[src/rtl/lsu_arbiter_if.sv]
`default_nettype none
// ============================================================================
// Module      : lsu_arbiter_if
// Description : Request/grant/read-data bundle between one lsu master and the
//               lsu_arbiter. The master drives the request payload; the
//               arbiter answers with grant and read-data pulses.
// Revision    : 1.0 - initial release
// ============================================================================
interface lsu_arbiter_if #(
  parameter int AW = 16,
  parameter int DW = 32
);
  logic          req;
  logic          we;
  logic [AW-1:0] addr;
  logic [DW-1:0] wdata;
  logic [2:0]    mode;
  logic          gnt;
  logic          rvalid;
  logic [DW-1:0] rdata;

  // Requester side: owns the payload, observes grant and returned data.
  modport master (
    output req, we, addr, wdata, mode,
    input  gnt, rvalid, rdata
  );

  // Arbiter side: samples the payload, answers with grant and read data.
  modport slave (
    input  req, we, addr, wdata, mode,
    output gnt, rvalid, rdata
  );
endinterface
`default_nettype wire

[src/rtl/lsu_arbiter.sv]
`default_nettype none
// ============================================================================
// Module      : lsu_arbiter
// Description : Round-robin arbiter and sequencer for two masters sharing a
//               single-ported lsu. One access in flight at a time; read data
//               is returned to the winning master with a one-cycle valid.
// Revision    : 1.0 - initial release
// ============================================================================
module lsu_arbiter #(
  parameter int AW     = 16,
  parameter int DW     = 32,
  parameter int RD_LAT = 1
) (
  input  wire logic      clk,
  input  wire logic      rst_n,
  lsu_arbiter_if.slave   m0,
  lsu_arbiter_if.slave   m1,
  output logic           lsu_w_en,
  output logic [AW-1:0]  lsu_addr,
  output logic [DW-1:0]  lsu_w_data,
  output logic [2:0]     lsu_mode,
  input  wire logic [DW-1:0] lsu_r_data
);

  typedef enum logic [1:0] {
    S_IDLE  = 2'd0,
    S_ISSUE = 2'd1,
    S_WAIT  = 2'd2,
    S_RESP  = 2'd3
  } state_t;

  // Counter value at which the lsu read data is valid; unused when RD_LAT = 0.
  localparam logic [1:0] LAST_WAIT = (RD_LAT > 0) ? 2'(RD_LAT - 1) : 2'd0;

  state_t        state_q, state_d;
  logic          rr_last_q, rr_last_d;   // master granted most recently
  logic          win_q, win_d;           // master owning the current access
  logic          we_q, we_d;
  logic [AW-1:0] addr_q, addr_d;
  logic [DW-1:0] wdata_q, wdata_d;
  logic [2:0]    mode_q, mode_d;
  logic [1:0]    cnt_q, cnt_d;
  logic [DW-1:0] cap_q, cap_d;           // read data captured from the lsu
  logic [DW-1:0] rdata0_q, rdata0_d;     // last data returned to master 0
  logic [DW-1:0] rdata1_q, rdata1_d;     // last data returned to master 1

  logic          pick_m1;
  logic          in_issue;
  logic          in_resp;

  // A lone requester wins; on a tie the master that did not win last time goes.
  assign pick_m1  = (m0.req && m1.req) ? ~rr_last_q : m1.req;
  assign in_issue = (state_q == S_ISSUE);
  assign in_resp  = (state_q == S_RESP);

  // Next-state, arbitration and data capture.
  always_comb begin
    state_d   = state_q;
    rr_last_d = rr_last_q;
    win_d     = win_q;
    we_d      = we_q;
    addr_d    = addr_q;
    wdata_d   = wdata_q;
    mode_d    = mode_q;
    cnt_d     = cnt_q;
    cap_d     = cap_q;
    rdata0_d  = rdata0_q;
    rdata1_d  = rdata1_q;

    case (state_q)
      S_IDLE: begin
        if (m0.req || m1.req) begin
          win_d     = pick_m1;
          rr_last_d = pick_m1;
          we_d      = pick_m1 ? m1.we    : m0.we;
          addr_d    = pick_m1 ? m1.addr  : m0.addr;
          wdata_d   = pick_m1 ? m1.wdata : m0.wdata;
          mode_d    = pick_m1 ? m1.mode  : m0.mode;
          state_d   = S_ISSUE;
        end
      end
      S_ISSUE: begin
        if (we_q) begin
          state_d = S_IDLE;
        end else if (RD_LAT == 0) begin
          cap_d   = lsu_r_data;
          state_d = S_RESP;
        end else begin
          cnt_d   = 2'd0;
          state_d = S_WAIT;
        end
      end
      S_WAIT: begin
        if (cnt_q == LAST_WAIT) begin
          cap_d   = lsu_r_data;
          state_d = S_RESP;
        end else begin
          cnt_d = cnt_q + 2'd1;
        end
      end
      S_RESP: begin
        if (win_q) begin
          rdata1_d = cap_q;
        end else begin
          rdata0_d = cap_q;
        end
        state_d = S_IDLE;
      end
      default: begin
        state_d = S_IDLE;
      end
    endcase
  end

  // State and payload registers; reset aborts any access in flight.
  always_ff @(posedge clk or negedge rst_n) begin
    if (!rst_n) begin
      state_q   <= S_IDLE;
      rr_last_q <= 1'b1;
      win_q     <= 1'b0;
      we_q      <= 1'b0;
      addr_q    <= '0;
      wdata_q   <= '0;
      mode_q    <= 3'd0;
      cnt_q     <= 2'd0;
      cap_q     <= '0;
      rdata0_q  <= '0;
      rdata1_q  <= '0;
    end else begin
      state_q   <= state_d;
      rr_last_q <= rr_last_d;
      win_q     <= win_d;
      we_q      <= we_d;
      addr_q    <= addr_d;
      wdata_q   <= wdata_d;
      mode_q    <= mode_d;
      cnt_q     <= cnt_d;
      cap_q     <= cap_d;
      rdata0_q  <= rdata0_d;
      rdata1_q  <= rdata1_d;
    end
  end

  // The lsu bus comes straight from the payload registers, so it only moves
  // when a new access is accepted and stays put while idle.
  assign lsu_w_en   = in_issue && we_q;
  assign lsu_addr   = addr_q;
  assign lsu_w_data = wdata_q;
  assign lsu_mode   = mode_q;

  // Grant and valid pulses go to the owner of the current access only.
  assign m0.gnt    = in_issue && !win_q;
  assign m1.gnt    = in_issue &&  win_q;
  assign m0.rvalid = in_resp  && !win_q;
  assign m1.rvalid = in_resp  &&  win_q;

  // Fresh data is presented alongside rvalid; otherwise the last value holds.
  assign m0.rdata = (in_resp && !win_q) ? cap_q : rdata0_q;
  assign m1.rdata = (in_resp &&  win_q) ? cap_q : rdata1_q;

endmodule
`default_nettype wire

[src/flat_wrapper.sv]
// flat-port wrapper written by rule: the top's interface ports become plain ports
module lsu_arbiter_flat 
#(
  parameter int AW     = 16,
  parameter int DW     = 32,
  parameter int RD_LAT = 1
)
  (clk, rst_n, lsu_w_en, lsu_addr, lsu_w_data, lsu_mode, lsu_r_data, m0_req, m0_we, m0_addr, m0_wdata, m0_mode, m0_gnt, m0_rvalid, m0_rdata, m1_req, m1_we, m1_addr, m1_wdata, m1_mode, m1_gnt, m1_rvalid, m1_rdata);
  lsu_arbiter_if #(.AW(AW), .DW(DW)) m0_i ();
  lsu_arbiter_if #(.AW(AW), .DW(DW)) m1_i ();
  input  wire logic clk;
  input  wire logic rst_n;
  output logic lsu_w_en;
  output logic [AW-1:0] lsu_addr;
  output logic [DW-1:0] lsu_w_data;
  output logic [2:0] lsu_mode;
  input  wire logic [DW-1:0] lsu_r_data;
  input wire logic [$bits(m0_i.req)-1:0] m0_req;
  input wire logic [$bits(m0_i.we)-1:0] m0_we;
  input wire logic [$bits(m0_i.addr)-1:0] m0_addr;
  input wire logic [$bits(m0_i.wdata)-1:0] m0_wdata;
  input wire logic [$bits(m0_i.mode)-1:0] m0_mode;
  output wire logic [$bits(m0_i.gnt)-1:0] m0_gnt;
  output wire logic [$bits(m0_i.rvalid)-1:0] m0_rvalid;
  output wire logic [$bits(m0_i.rdata)-1:0] m0_rdata;
  input wire logic [$bits(m1_i.req)-1:0] m1_req;
  input wire logic [$bits(m1_i.we)-1:0] m1_we;
  input wire logic [$bits(m1_i.addr)-1:0] m1_addr;
  input wire logic [$bits(m1_i.wdata)-1:0] m1_wdata;
  input wire logic [$bits(m1_i.mode)-1:0] m1_mode;
  output wire logic [$bits(m1_i.gnt)-1:0] m1_gnt;
  output wire logic [$bits(m1_i.rvalid)-1:0] m1_rvalid;
  output wire logic [$bits(m1_i.rdata)-1:0] m1_rdata;
  assign m0_i.req = m0_req;
  assign m0_i.we = m0_we;
  assign m0_i.addr = m0_addr;
  assign m0_i.wdata = m0_wdata;
  assign m0_i.mode = m0_mode;
  assign m0_gnt = m0_i.gnt;
  assign m0_rvalid = m0_i.rvalid;
  assign m0_rdata = m0_i.rdata;
  assign m1_i.req = m1_req;
  assign m1_i.we = m1_we;
  assign m1_i.addr = m1_addr;
  assign m1_i.wdata = m1_wdata;
  assign m1_i.mode = m1_mode;
  assign m1_gnt = m1_i.gnt;
  assign m1_rvalid = m1_i.rvalid;
  assign m1_rdata = m1_i.rdata;
  lsu_arbiter #(.AW(AW), .DW(DW), .RD_LAT(RD_LAT)) u_core (.clk(clk), .rst_n(rst_n), .m0(m0_i), .m1(m1_i), .lsu_w_en(lsu_w_en), .lsu_addr(lsu_addr), .lsu_w_data(lsu_w_data), .lsu_mode(lsu_mode), .lsu_r_data(lsu_r_data));
endmodule
[config.mk]
export PLATFORM = sky130hd
export DESIGN_NAME = lsu_arbiter_flat
export DESIGN_NICKNAME = d
export VERILOG_FILES = /design/src/rtl/lsu_arbiter_if.sv /design/src/rtl/lsu_arbiter.sv /design/src/flat_wrapper.sv
export SDC_FILE = /design/constraint.sdc
export NUM_CORES = 1
export LEC_CHECK = 0
export ABC_AREA = 1
export BUFFER_PORTS_ARGS = -buffer_cell sky130_fd_sc_hd__buf_2
export CAP_MARGIN = 20
export CORE_AREA = 3 3 148 164
export CTS_CLUSTER_SIZE = 20
export DETAILED_ROUTE_END_ITERATION = 7
export DIE_AREA = 0 0 151 167
export PLACE_DENSITY = 0.61
export SLEW_MARGIN = 25
export SYNTH_ARGS = -nofsm -noshare
export SYNTH_HDL_FRONTEND = slang
export SYNTH_SLANG_ARGS = --single-unit
[constraint.sdc]
create_clock -name clk -period 2.03 [get_ports clk]
set_input_delay 0.1015 -clock clk [delete_from_list [all_inputs] [get_ports clk]]
set_output_delay 0.1015 -clock clk [all_outputs]
set_load 0.02 [all_outputs]
==> summary.txt <==
status - completed
Min Clock Period, post-route - 2.02 ns
number of routed nets with antenna violations - 0
Routed WL - 21300 um
1st-pass router iterations - 4
# setup viols final - 0
fin nets - 1294
Mapped Area - 0.00678 mm^2
Seq/Total Area, Yosys - 56.9%
Final Skew - 0.0114 ns
f_max - 495 MHz
WL met2 - 10300 um
Lkg Pwr - 5.60 nW
Seq cells post-synth - 154
largest net degree at the start of global routing - 67
DP Wirelength - 13100 um
Switching Power - 6.52 mW
io pins - 260
met3 WL - 1330 um
Worst setup EP type - output port
global-route wire length before repair - 33400 um
Synth Area in Simple Gates - 25.6%
Syn Nets - 934
Fillers - 2162
core area - 0.0228 mm^2
gp weighted congestion - 0.794
H-tree Lvls - 4
TritonCTS buffer count - 17
clock slew at reported path FFs - 0.06 ns
clk buf depth - 2
peak supply drop - 0.621 mV
row count - 58
DRC Markers - 0
vias in the first global route - 6744
Cells after Synth - 788
CTS tree - yes
drt via density - 4.49
Worst Path Max Fanout - 65
antenna diode count - 0
initial core utilization - 29.7%
port bufs - 259
commonest cells in the netlist - nand2_1 (237), dfrtp_1 (153), inv_1 (96)
Sw Ratio - 42.1%
Syn Area/Cell - 8.60 um^2
Clock Power Share - 21.2%
worst endpoint required time - 1.93 ns
Cell Pwr Density - 1500 mW/mm^2
Iteration-0 DRC Markers - 255
Yosys cell types - 20
Highest Signal Layer - met5
final hold violations - 0
worst-path cell chain - ha_2, nand2_2, buf_12, nand2_1, o21ai_0, buf_2
share of the synthesized area in the top cell type - 56.5%
clock sinks - 154
combinational share of power - 45.7%
Total GRT Usage - 16.4%
Max-slew headroom - 61.7%
routed via count - 6557
placed cell count - 1309
Final period util - 99.6%
Finished Core Util - 45.5%
Yosys warnings - 0
crit-path max cell delay - 0.44 ns
Max Cap Viol - 0
CP Data Arrival Time - 1.92 ns
proportion of synthesized area in mux cells - 0%
initial antenna violation count - 1
top cell type by total area after synthesis - dfrtp_1
die footprint - 0.0252 mm^2
Compound-Gate Fraction of Synth Area - 7.38%
main combinational cell family by area after synthesis - simple AND/OR/NAND/NOR gates
sequential power share - 33.1%
Primary FF master, synth - dfrtp_1
Worst Path Class, Setup - register to output port
crit path launch type - register
ys async rst share - 100%
Die X - 151 um
setup repair after global routing missed its margin - yes
Metal-1 WL - 9030 um
cell with the largest stage delay on the worst path - dfrtp_2
max-slew violations - 0
Area Overhead vs Synth - 52.8%
Slew @ Worst Pin - 0.575 ns
root buf cell - clkbuf_16
Die Y - 167 um
most frequent cell after synthesis - nand2_1
layout cells sized above 1 - 28.4%
post-synthesis adder-cell area fraction - 1.11%
Avg WL per Cell - 14.6 um
top cells by area, synth - dfrtp_1 (56%), nand2_1 (13%), nand3b_1 (5.8%), inv_1 (5.3%), o21ai_0 (5.0%)
Post-Synth XOR/XNOR Area - 0%
worst skew pair latency - 0.41 ns
HP Class - input pin to register
internal power - 8.96 mW
global route total overflow - 0
EDFF count, synth - 0
non-filler cells, final - 1460
worst max-delay path, delay by kind of cell, from the launching register on:
kind | cells | cell delay [ns]
buf+inv | 2 | 0.46
flops | 1 | 0.44
fa+ha+maj | 1 | 0.22
simple gates | 2 | 0.18
compound gates | 1 | 0.15
layer usage:
layer  track usage (%)  vias to the layer above
met2              27.0                      244
met1              20.0                     3068
met3              4.84                       48
li1                  -                     3195
met5                 0                        -
met4              6.39                        2
area by class of cell:
cell class / count / area [um^2] / area share [%]
Clock buffer: 19 / 443 / 4.28
Inverter: 97 / 367 / 3.54
Timing Repair Buffer: 388 / 2760 / 26.7
Sequential cell: 154 / 3860 / 37.2
Clock inverter: 12 / 166 / 1.61
Multi-Input combinational cell: 490 / 2390 / 23.1
Tap cell: 300 / 375 / 3.62
final timing paths:
kind / start / to / slack [ns] / cells past startpoint
setup / recovery: u_core.state_q[0] / m0_rdata[14] / 0.008 / 6
hold / removal: m1_addr[12] / u_core.lsu_addr[12] / 0.02 / 4
hold reg to reg: u_core.rdata1_q[2] / u_core.rdata1_q[2] / 0.47 / 2
max in group asynchronous: rst_n / u_core.rdata1_q[16] / 1.17 / 3
min in group asynchronous: rst_n / u_core.rdata1_q[9] / 0.17 / 2
setup reg to reg: u_core.rr_last_q / u_core.lsu_w_data[25] / 0.20 / 7
logic make-up after synthesis:
group,count (synthesis)
AND/OR/NAND/NOR,384
flip-flops,154
buffers and inverters,144
AO/OA/AOI/OAI,100
adder cells (fa/ha/maj),6
power by group through the flow:
stage,clock network (mW),logic (mW),registers (mW)
2_1_floorplan,0,3.66,5.69
3_3_place_gp,0,6.45,5.13
3_5_place_dp,0,6.58,5.13
4_1_cts,3.40,6.77,5.12
5_1_grt,3.53,7.82,5.28
6_report,3.28,7.08,5.13
layout by cell type (no fill, tap or decap), types with 2 or more instances in the layout:
| cell | netlist | routed |
|---|---|---|
| nand2_1 | 237 | 234 |
| inv_1 | 96 | 96 |
| clkinv_4 | 0 | 4 |
| nand3_1 | 55 | 55 |
| buf_2 | 22 | 234 |
| buf_12 | 0 | 8 |
| inv_6 | 0 | 2 |
| dfrtp_1 | 153 | 152 |
| o21ai_1 | 0 | 17 |
| o21ai_2 | 0 | 18 |
| a21oi_1 | 32 | 32 |
| nor2_1 | 35 | 35 |
| bufinv_16 | 0 | 3 |
| o21ai_0 | 68 | 33 |
| clkbuf_16 | 0 | 19 |
| nand2_2 | 2 | 5 |
| buf_4 | 1 | 25 |
| nand3b_1 | 52 | 52 |
| dlygate4sd3_1 | 0 | 118 |
| ha_1 | 6 | 5 |
per-stage QoR:
stage               setup TNS, ns  instance area (um^2)  setup WS [ns]  hold WS [ns]  total power, mW
floorplan                       0                  6780          0.360        -0.194             9.35
global placement                0                  8390          0.377        0.0425             11.6
detailed placement              0                  8390          0.332        0.0401             11.7
CTS                             0                 10200        0.00603     0.0000870             15.3
global route                -1.05                 10400         -0.104        0.0114             16.6
finish                          0                 10400        0.00832        0.0182             15.5
state kept, by name, summed over array words and instances (netlist names), 2 cells and up, named ones only:
register / count
u_core.cap_q: 32
u_core.lsu_w_data: 32
u_core.rdata0_q: 32
u_core.rdata1_q: 32
u_core.lsu_addr: 16
u_core.lsu_mode: 3
u_core.cnt_q: 2
what timing repair did:
action | in CTS | in global routing
setup buffers | 0 | 0
pin swaps | 0 | 0
hold buffers | 118 | 0
gates cloned | 0 | 2
endpoints found under the hold margin | 119 | 0
resized for setup | 6 | 73
endpoints found under the setup margin | 13 | 63
(Power assumes the default switching activity.)
